<file path="src/rtl/seg595_pkg.sv">
// Shared constants and types for the 74HC595 seven-segment scan controller.
package seg595_pkg;

  localparam int DIGITS = 4;

  typedef enum logic [1:0] {
    LOAD,
    SHIFT,
    LATCH,
    HOLD
  } scan_state_e;

  // Active-low segment codes, entry 0 in the low byte through entry F in the high byte.
  localparam logic [15:0][7:0] SEG_TABLE = {
    8'h8E, 8'h86, 8'hA1, 8'hC6, 8'h83, 8'h88, 8'h90, 8'h80,
    8'hF8, 8'h82, 8'h92, 8'h99, 8'hB0, 8'hA4, 8'hF9, 8'hC0
  };

endpackage

</file>
<file path="src/rtl/seg595_shifter.sv">
// 16-bit MSB-first serializer producing sclk/dio for a 74HC595 chain.
// A start pulse loads the word; done is high in the last cycle of the final sclk high phase.
module seg595_shifter #(
  parameter int CLK_DIV = 4
) (
  input  logic        clk,
  input  logic        rst_n,
  input  logic        start,
  input  logic [15:0] data,
  output logic        sclk,
  output logic        dio,
  output logic        done
);

  localparam int DIV_W = $clog2(CLK_DIV + 1);
  typedef logic [DIV_W-1:0] div_t;
  localparam div_t DIV_LAST = div_t'(CLK_DIV - 1);

  logic [15:0] word_q;
  logic [3:0]  bit_q;
  div_t        div_q;
  logic        high_q;
  logic        busy_q;
  logic        sclk_q;
  logic        dio_q;
  logic        phase_end;

  assign phase_end = busy_q && (div_q == DIV_LAST);
  assign done      = phase_end && high_q && (bit_q == 4'd15);
  assign sclk      = sclk_q;
  assign dio       = dio_q;

  // dio only moves together with a falling sclk, giving CLK_DIV cycles of setup and hold.
  always_ff @(posedge clk or negedge rst_n) begin
    if (!rst_n) begin
      word_q <= '0;
      bit_q  <= '0;
      div_q  <= '0;
      high_q <= 1'b0;
      busy_q <= 1'b0;
      sclk_q <= 1'b1;
      dio_q  <= 1'b0;
    end else if (start) begin
      word_q <= data;
      bit_q  <= '0;
      div_q  <= '0;
      high_q <= 1'b0;
      busy_q <= 1'b1;
      sclk_q <= 1'b0;
      dio_q  <= data[15];
    end else if (busy_q) begin
      if (!phase_end) begin
        div_q <= div_q + div_t'(1);
      end else begin
        div_q <= '0;
        if (!high_q) begin
          high_q <= 1'b1;
          sclk_q <= 1'b1;
        end else if (bit_q == 4'd15) begin
          high_q <= 1'b0;
          busy_q <= 1'b0;
        end else begin
          high_q <= 1'b0;
          sclk_q <= 1'b0;
          word_q <= word_q << 1;
          dio_q  <= word_q[14];
          bit_q  <= bit_q + 4'd1;
        end
      end
    end
  end

endmodule

</file>
<file path="src/rtl/seg595_scan_ctrl.sv">
// Four-digit scan controller for a two-stage 74HC595 chain with double-buffered digits.
// Optional build macro SEG595_LZB_EN enables leading-zero blanking.
module seg595_scan_ctrl
  import seg595_pkg::*;
#(
  parameter int CLK_DIV   = 4,
  parameter int SCAN_HOLD = 3000
) (
  input  logic       clk,
  input  logic       rst_n,
  input  logic       wr_en,
  input  logic [1:0] wr_addr,
  input  logic [3:0] wr_data,
  input  logic       commit,
  output logic       sclk,
  output logic       rclk,
  output logic       dio,
  output logic       frame_done,
  output logic       commit_pend
);

  localparam int CNT_MAX = (SCAN_HOLD > CLK_DIV) ? SCAN_HOLD : CLK_DIV;
  localparam int CNT_W   = $clog2(CNT_MAX + 1);
  typedef logic [CNT_W-1:0] cnt_t;
  localparam cnt_t LAST_DIV  = cnt_t'(CLK_DIV - 1);
  localparam cnt_t LAST_HOLD = cnt_t'(SCAN_HOLD - 1);

  scan_state_e state_q, state_d;
  cnt_t        cnt_q, cnt_d;
  logic [1:0]  idx_q, idx_d;
  logic        start;
  logic        shift_done;
  logic        frame_end;
  logic        rclk_q;
  logic        commit_pend_q;

  logic [DIGITS-1:0][3:0] shadow_q;
  logic [DIGITS-1:0][3:0] shadow_fwd;
  logic [DIGITS-1:0][3:0] active_q;

  logic [3:0]  digit_val;
  logic        blank;
  logic [7:0]  seg_byte;
  logic [7:0]  sel_byte;
  logic [15:0] word;

  assign digit_val = active_q[idx_q];

`ifdef SEG595_LZB_EN
  // Blank when this digit and every more-significant digit are zero; digit 0 always shows.
  assign blank = (idx_q != 2'd0) && ((active_q >> {idx_q, 2'b00}) == '0);
`else
  assign blank = 1'b0;
`endif

  assign seg_byte = blank ? 8'hFF : SEG_TABLE[digit_val];
  assign sel_byte = 8'hF0 | (8'd1 << idx_q);
  assign word     = {seg_byte, sel_byte};

  seg595_shifter #(
    .CLK_DIV (CLK_DIV)
  ) u_shifter (
    .clk   (clk),
    .rst_n (rst_n),
    .start (start),
    .data  (word),
    .sclk  (sclk),
    .dio   (dio),
    .done  (shift_done)
  );

  // A write landing in the frame boundary cycle must reach the active copy.
  always_comb begin
    shadow_fwd = shadow_q;
    if (wr_en) shadow_fwd[wr_addr] = wr_data;
  end

  always_comb begin
    state_d   = state_q;
    cnt_d     = cnt_q;
    idx_d     = idx_q;
    start     = 1'b0;
    frame_end = 1'b0;
    unique case (state_q)
      LOAD: begin
        start   = 1'b1;
        cnt_d   = '0;
        state_d = SHIFT;
      end
      SHIFT: begin
        if (shift_done) begin
          cnt_d   = '0;
          state_d = LATCH;
        end
      end
      LATCH: begin
        if (cnt_q == LAST_DIV) begin
          cnt_d   = '0;
          state_d = HOLD;
        end else begin
          cnt_d = cnt_q + cnt_t'(1);
        end
      end
      HOLD: begin
        if (cnt_q == LAST_HOLD) begin
          cnt_d   = '0;
          state_d = LOAD;
          if (idx_q == 2'd0) begin
            frame_end = 1'b1;
            idx_d     = 2'd3;
          end else begin
            idx_d = idx_q - 2'd1;
          end
        end else begin
          cnt_d = cnt_q + cnt_t'(1);
        end
      end
      default: state_d = LOAD;
    endcase
  end

  // rclk is registered from the next state so it is low exactly for the LATCH cycles.
  always_ff @(posedge clk or negedge rst_n) begin
    if (!rst_n) begin
      state_q       <= LOAD;
      cnt_q         <= '0;
      idx_q         <= 2'd3;
      rclk_q        <= 1'b1;
      commit_pend_q <= 1'b0;
      shadow_q      <= '0;
      active_q      <= '0;
    end else begin
      state_q <= state_d;
      cnt_q   <= cnt_d;
      idx_q   <= idx_d;
      rclk_q  <= (state_d != LATCH);
      if (wr_en) shadow_q[wr_addr] <= wr_data;
      if (frame_end && (commit_pend_q || commit)) active_q <= shadow_fwd;
      if (frame_end) begin
        commit_pend_q <= 1'b0;
      end else if (commit) begin
        commit_pend_q <= 1'b1;
      end
    end
  end

  assign rclk        = rclk_q;
  assign frame_done  = frame_end;
  assign commit_pend = commit_pend_q;

endmodule

</file>
<file path="config.mk">
export PLATFORM = sky130hd
export DESIGN_NAME = seg595_scan_ctrl
export DESIGN_NICKNAME = d
export VERILOG_FILES = /design/src/rtl/seg595_pkg.sv /design/src/rtl/seg595_shifter.sv /design/src/rtl/seg595_scan_ctrl.sv
export SDC_FILE = /design/constraint.sdc
export NUM_CORES = 1
export LEC_CHECK = 0
export ABC_AREA = 1
export ABC_CLOCK_PERIOD_IN_PS = 3300
export BUFFER_PORTS_ARGS = -buffer_cell sky130_fd_sc_hd__buf_2
export CORE_AREA = 2 2 109 111
export CTS_CLUSTER_SIZE = 28
export DETAILED_ROUTE_END_ITERATION = 6
export DIE_AREA = 0 0 111 113
export GPL_TIMING_DRIVEN = 0
export PLACE_DENSITY_LB_ADDON = 0.2
export SLEW_MARGIN = 5
export SYNTH_ARGS = -nofsm -noshare
export SYNTH_HDL_FRONTEND = slang
export SYNTH_SLANG_ARGS = --single-unit
</file>
<file path="constraint.sdc">
create_clock -name clk -period 3.3 [get_ports clk]
set_input_delay 0.495 -clock clk [delete_from_list [all_inputs] [get_ports clk]]
set_output_delay 0.495 -clock clk [all_outputs]
set_load 0.02 [all_outputs]
</file>
==> run_results.csv <==
group,metric,value,unit
sta,layout_min_cycle_time,2.55,ns
grt,grt.total_usage,14.3,%
routing,ant_nets,0,
routing,highest_layer,"met4",
cells_and_area,num-nets-final,528,
synthesis,synth-edff-count,0,
routing,routed-wl-met2,3670,um
worst_setup_path,cpMostUsedCell,"buf_4",
worst_setup_path,crit_buf_inv,6,
synthesis,syn_inst,479,
clock_tree,clkSinkCount,76,
clock_tree,cts_tree,"yes",
die,die-area,0.0125,mm2
grt,grt_pass1_vias,3086,
grt,grt_start_max_net_pins,48,
synthesis,ys.flop_type,"dfrtp_1",
sta,finalSetupViolations,0,
grt,grt_pass1_wl,14500,um
synthesis,netlist_area,0.00388,mm2
placement,gp_congestion,0.823,
die,ios,15,
synthesis,yosys_warnings,0,
worst_setup_path,cp-end-kind,"output pin",
clock_tree,cts_setup_buffers,0,
worst_setup_path,crit_start,"idx_q[0]",
routing,vias,3074,
placement,port_buffers,14,
worst_setup_path,crit_path_start_kind,"flop",
sta,finClkSkew,0.00581,ns
sta,tns,0,ns
synthesis,ys_ff_latch,76,
cells_and_area,n_fill_cell,1154,
sta,fin_crit_sh,77.3,%
status,status,"completed",
worst_setup_path,path_class,"reg2out",
worst_setup_path,arrival,2.06,ns
sta,tightest_slew,0.556,ns
clock_tree,ctsResizeCount,0,
worst_setup_path,cp.depth,8,
cells_and_area,drive_above_1_share,12.7,%
synthesis,ys_async_sr_fraction,100,%
synthesis,seq_area_frac_synth,49.2,%
die,start_util,34.4,%
grt,antenna_found_initial,0,
die,die_w,111,um
cells_and_area,synthToLayoutAreaGrowth,14.6,%
synthesis,synth_top_area_share,46.5,%
power_and_ir_drop,power,2.00,mW
synthesis,synth_common_cells,"nand2_1, dfrtp_1, nand3_1",
clock_tree,cts_root_buf,"clkbuf_16",
clock_tree,htreeDepth,3,
synthesis,synth_nets,502,
synthesis,synth_area_per_cell,8.09,um2
sta,slew_headroom,62.7,%
synthesis,yosysMostFrequentCell,"nand2_1",
worst_setup_path,r2r-start,"idx_q[0]",
sta,fmax,392,MHz
worst_setup_path,critPathMaxFanout,11,
worst_setup_path,slowest_delay,0.54,ns
clock_tree,numCtsBuffers,9,
routing,dr.pass1.iters,4,
worst_setup_path,crit_chain,"buf_4 > inv_2 > buf_4 > ha_1 > inv_1 > nor2_8 > buf_6 > buf_2",
sta,grt_setup_unrepaired,"false",
worst_setup_path,required,2.80,ns
worst_hold_path,hp-class,"in2async",
cells_and_area,diodes,0,
synthesis,synth_top_cell_by_area,"dfrtp_1",
placement,dpl.hpwl,5720,um
routing,routed_wl,8100,um
sta,maxSlewViolCount,0,
die,core,0.0113,mm2
synthesis,synth_cell_types,31,
worst_setup_path,critPathTopFamily,"buffers and inverters",
synthesis,yosys-top-cells-area,"dfrtp_1, nand2_1, nand3_1, o21ai_0, ha_1",
power_and_ir_drop,pwr_density_cell,451,mW/mm2
routing,dr.first_iter.drc_count,115,
job,timing.max_cap.violations,0,
clock_tree,cts_hold_buf,0,
power_and_ir_drop,leakage,2.22,nW
clock_tree,clock_latency,0.33,ns
worst_setup_path,slowest_stage,"dfstp_2",
routing,drt-met1-wl,4080,um
worst_setup_path,r2r.worst_path.cells,12,
routing,wl_met3,209,um
grt,overflow,0,
die,num_rows,39,
routing,drc,0,
routing,wl_per_cell,12.4,um
routing,vias_per_cell,4.71,
power_and_ir_drop,ir_drop,466,uV
clock_tree,path_clk_slew,0.06,ns
die,die_h,113,um
sta,hold_viol_final,0,
clock_tree,cts_buffer_depth,2,
[worst reg2reg max path: cells and delay by family (launching register included)]
family                     cells  cell delay [ns]
and+or+nand+nor                5             0.55
DFF                            1             0.54
buffers and inverters          4             0.49
AOI/OAI and AO/OA              2             0.29
adders and majority gates      1             0.21
[worst paths after layout]
kind                                   endpoint  slack, ns
max                                  frame_done       0.75
min                                    cnt_q[8]       0.09
max reg2reg                u_shifter.word_q[13]       1.09
min reg2reg                      u_shifter.sclk       0.46
max in group asynchronous              idx_q[0]       2.58
min in group clk                 u_shifter.sclk       0.46
[placed cells by master, fill, tap and decap left out, drive strengths merged]
cell        n
and3        1
dfrtp      72
nor3        3
clkbuf     13
nand4       1
nor2       29
dfstp       4
clkinv      3
a21o        1
or2         3
o31ai       3
bufinv      1
o21ai      43
nand2     161
o21a        1
inv        41
ha         13
clkinvlp    1
buf        28
nand3b      4
o211ai      3
nand3      59
a21oi      19
a21boi      3
[stage by stage]
step	cells	utilization [%]	instance area [um2]	hold slack [ns]	worst slack (ns)
final	653	39.4	4440	0.0935	0.750
after global routing	653	39.4	4440	0.122	0.609
after CTS	653	39.4	4440	0.107	0.712
after detailed placement	637	36.9	4160	0.452	1.09
after global placement	636	36.6	4130	0.450	1.11
after floorplan	479	-	3880	0.199	1.38
[flip-flops by register name, indices dropped and copies added (netlist names)]
signal            cells
u_shifter.div_q       3
u_shifter.high_q      1
rclk                  1
cnt_q                12
u_shifter.busy_q      1
idx_q                 2
u_shifter.dio         1
commit_pend           1
active_q             16
shadow_q             16
u_shifter.sclk        1
u_shifter.word_q     15
state_q               2
u_shifter.bit_q       4
[routing by layer]
layer | vias to the layer above | GRT usage, %
li1 | 1606 | -
met1 | 1422 | 18.9
met2 | 36 | 22.7
met3 | 10 | 3.21
met4 | 0 | 6.00
met5 | - | 0
[cell families (layout without fill, tap and decap cells)]
logic type | Yosys count | in the layout | synth area share, %
buffers and inverters | 56 | 87 | 6.91
AOI/OAI and AO/OA | 73 | 73 | 10.5
adders and majority gates | 13 | 13 | 4.20
DFF | 76 | 76 | 49.2
and+or+nand+nor | 261 | 261 | 29.2
[area by class of cell]
cell class	instances	area (um2)	share of cell area (%)
multi-input combinational	347	1700	38.3
sequential	76	1910	42.9
buffer	15	114	2.56
inverter	41	154	3.46
clock inverter	5	52.6	1.18
clock buffer	11	233	5.24
tap	143	179	4.03
timing repair buffer	15	100	2.25
[where the power goes]
part / internal, mW / switching, mW / total [mW]
Clock: 0.582 / 0.377 / 0.959
Sequential: 0.963 / 0.00844 / 0.972
Combinational: 0.0214 / 0.0501 / 0.0715
(Power assumes the default switching activity.)
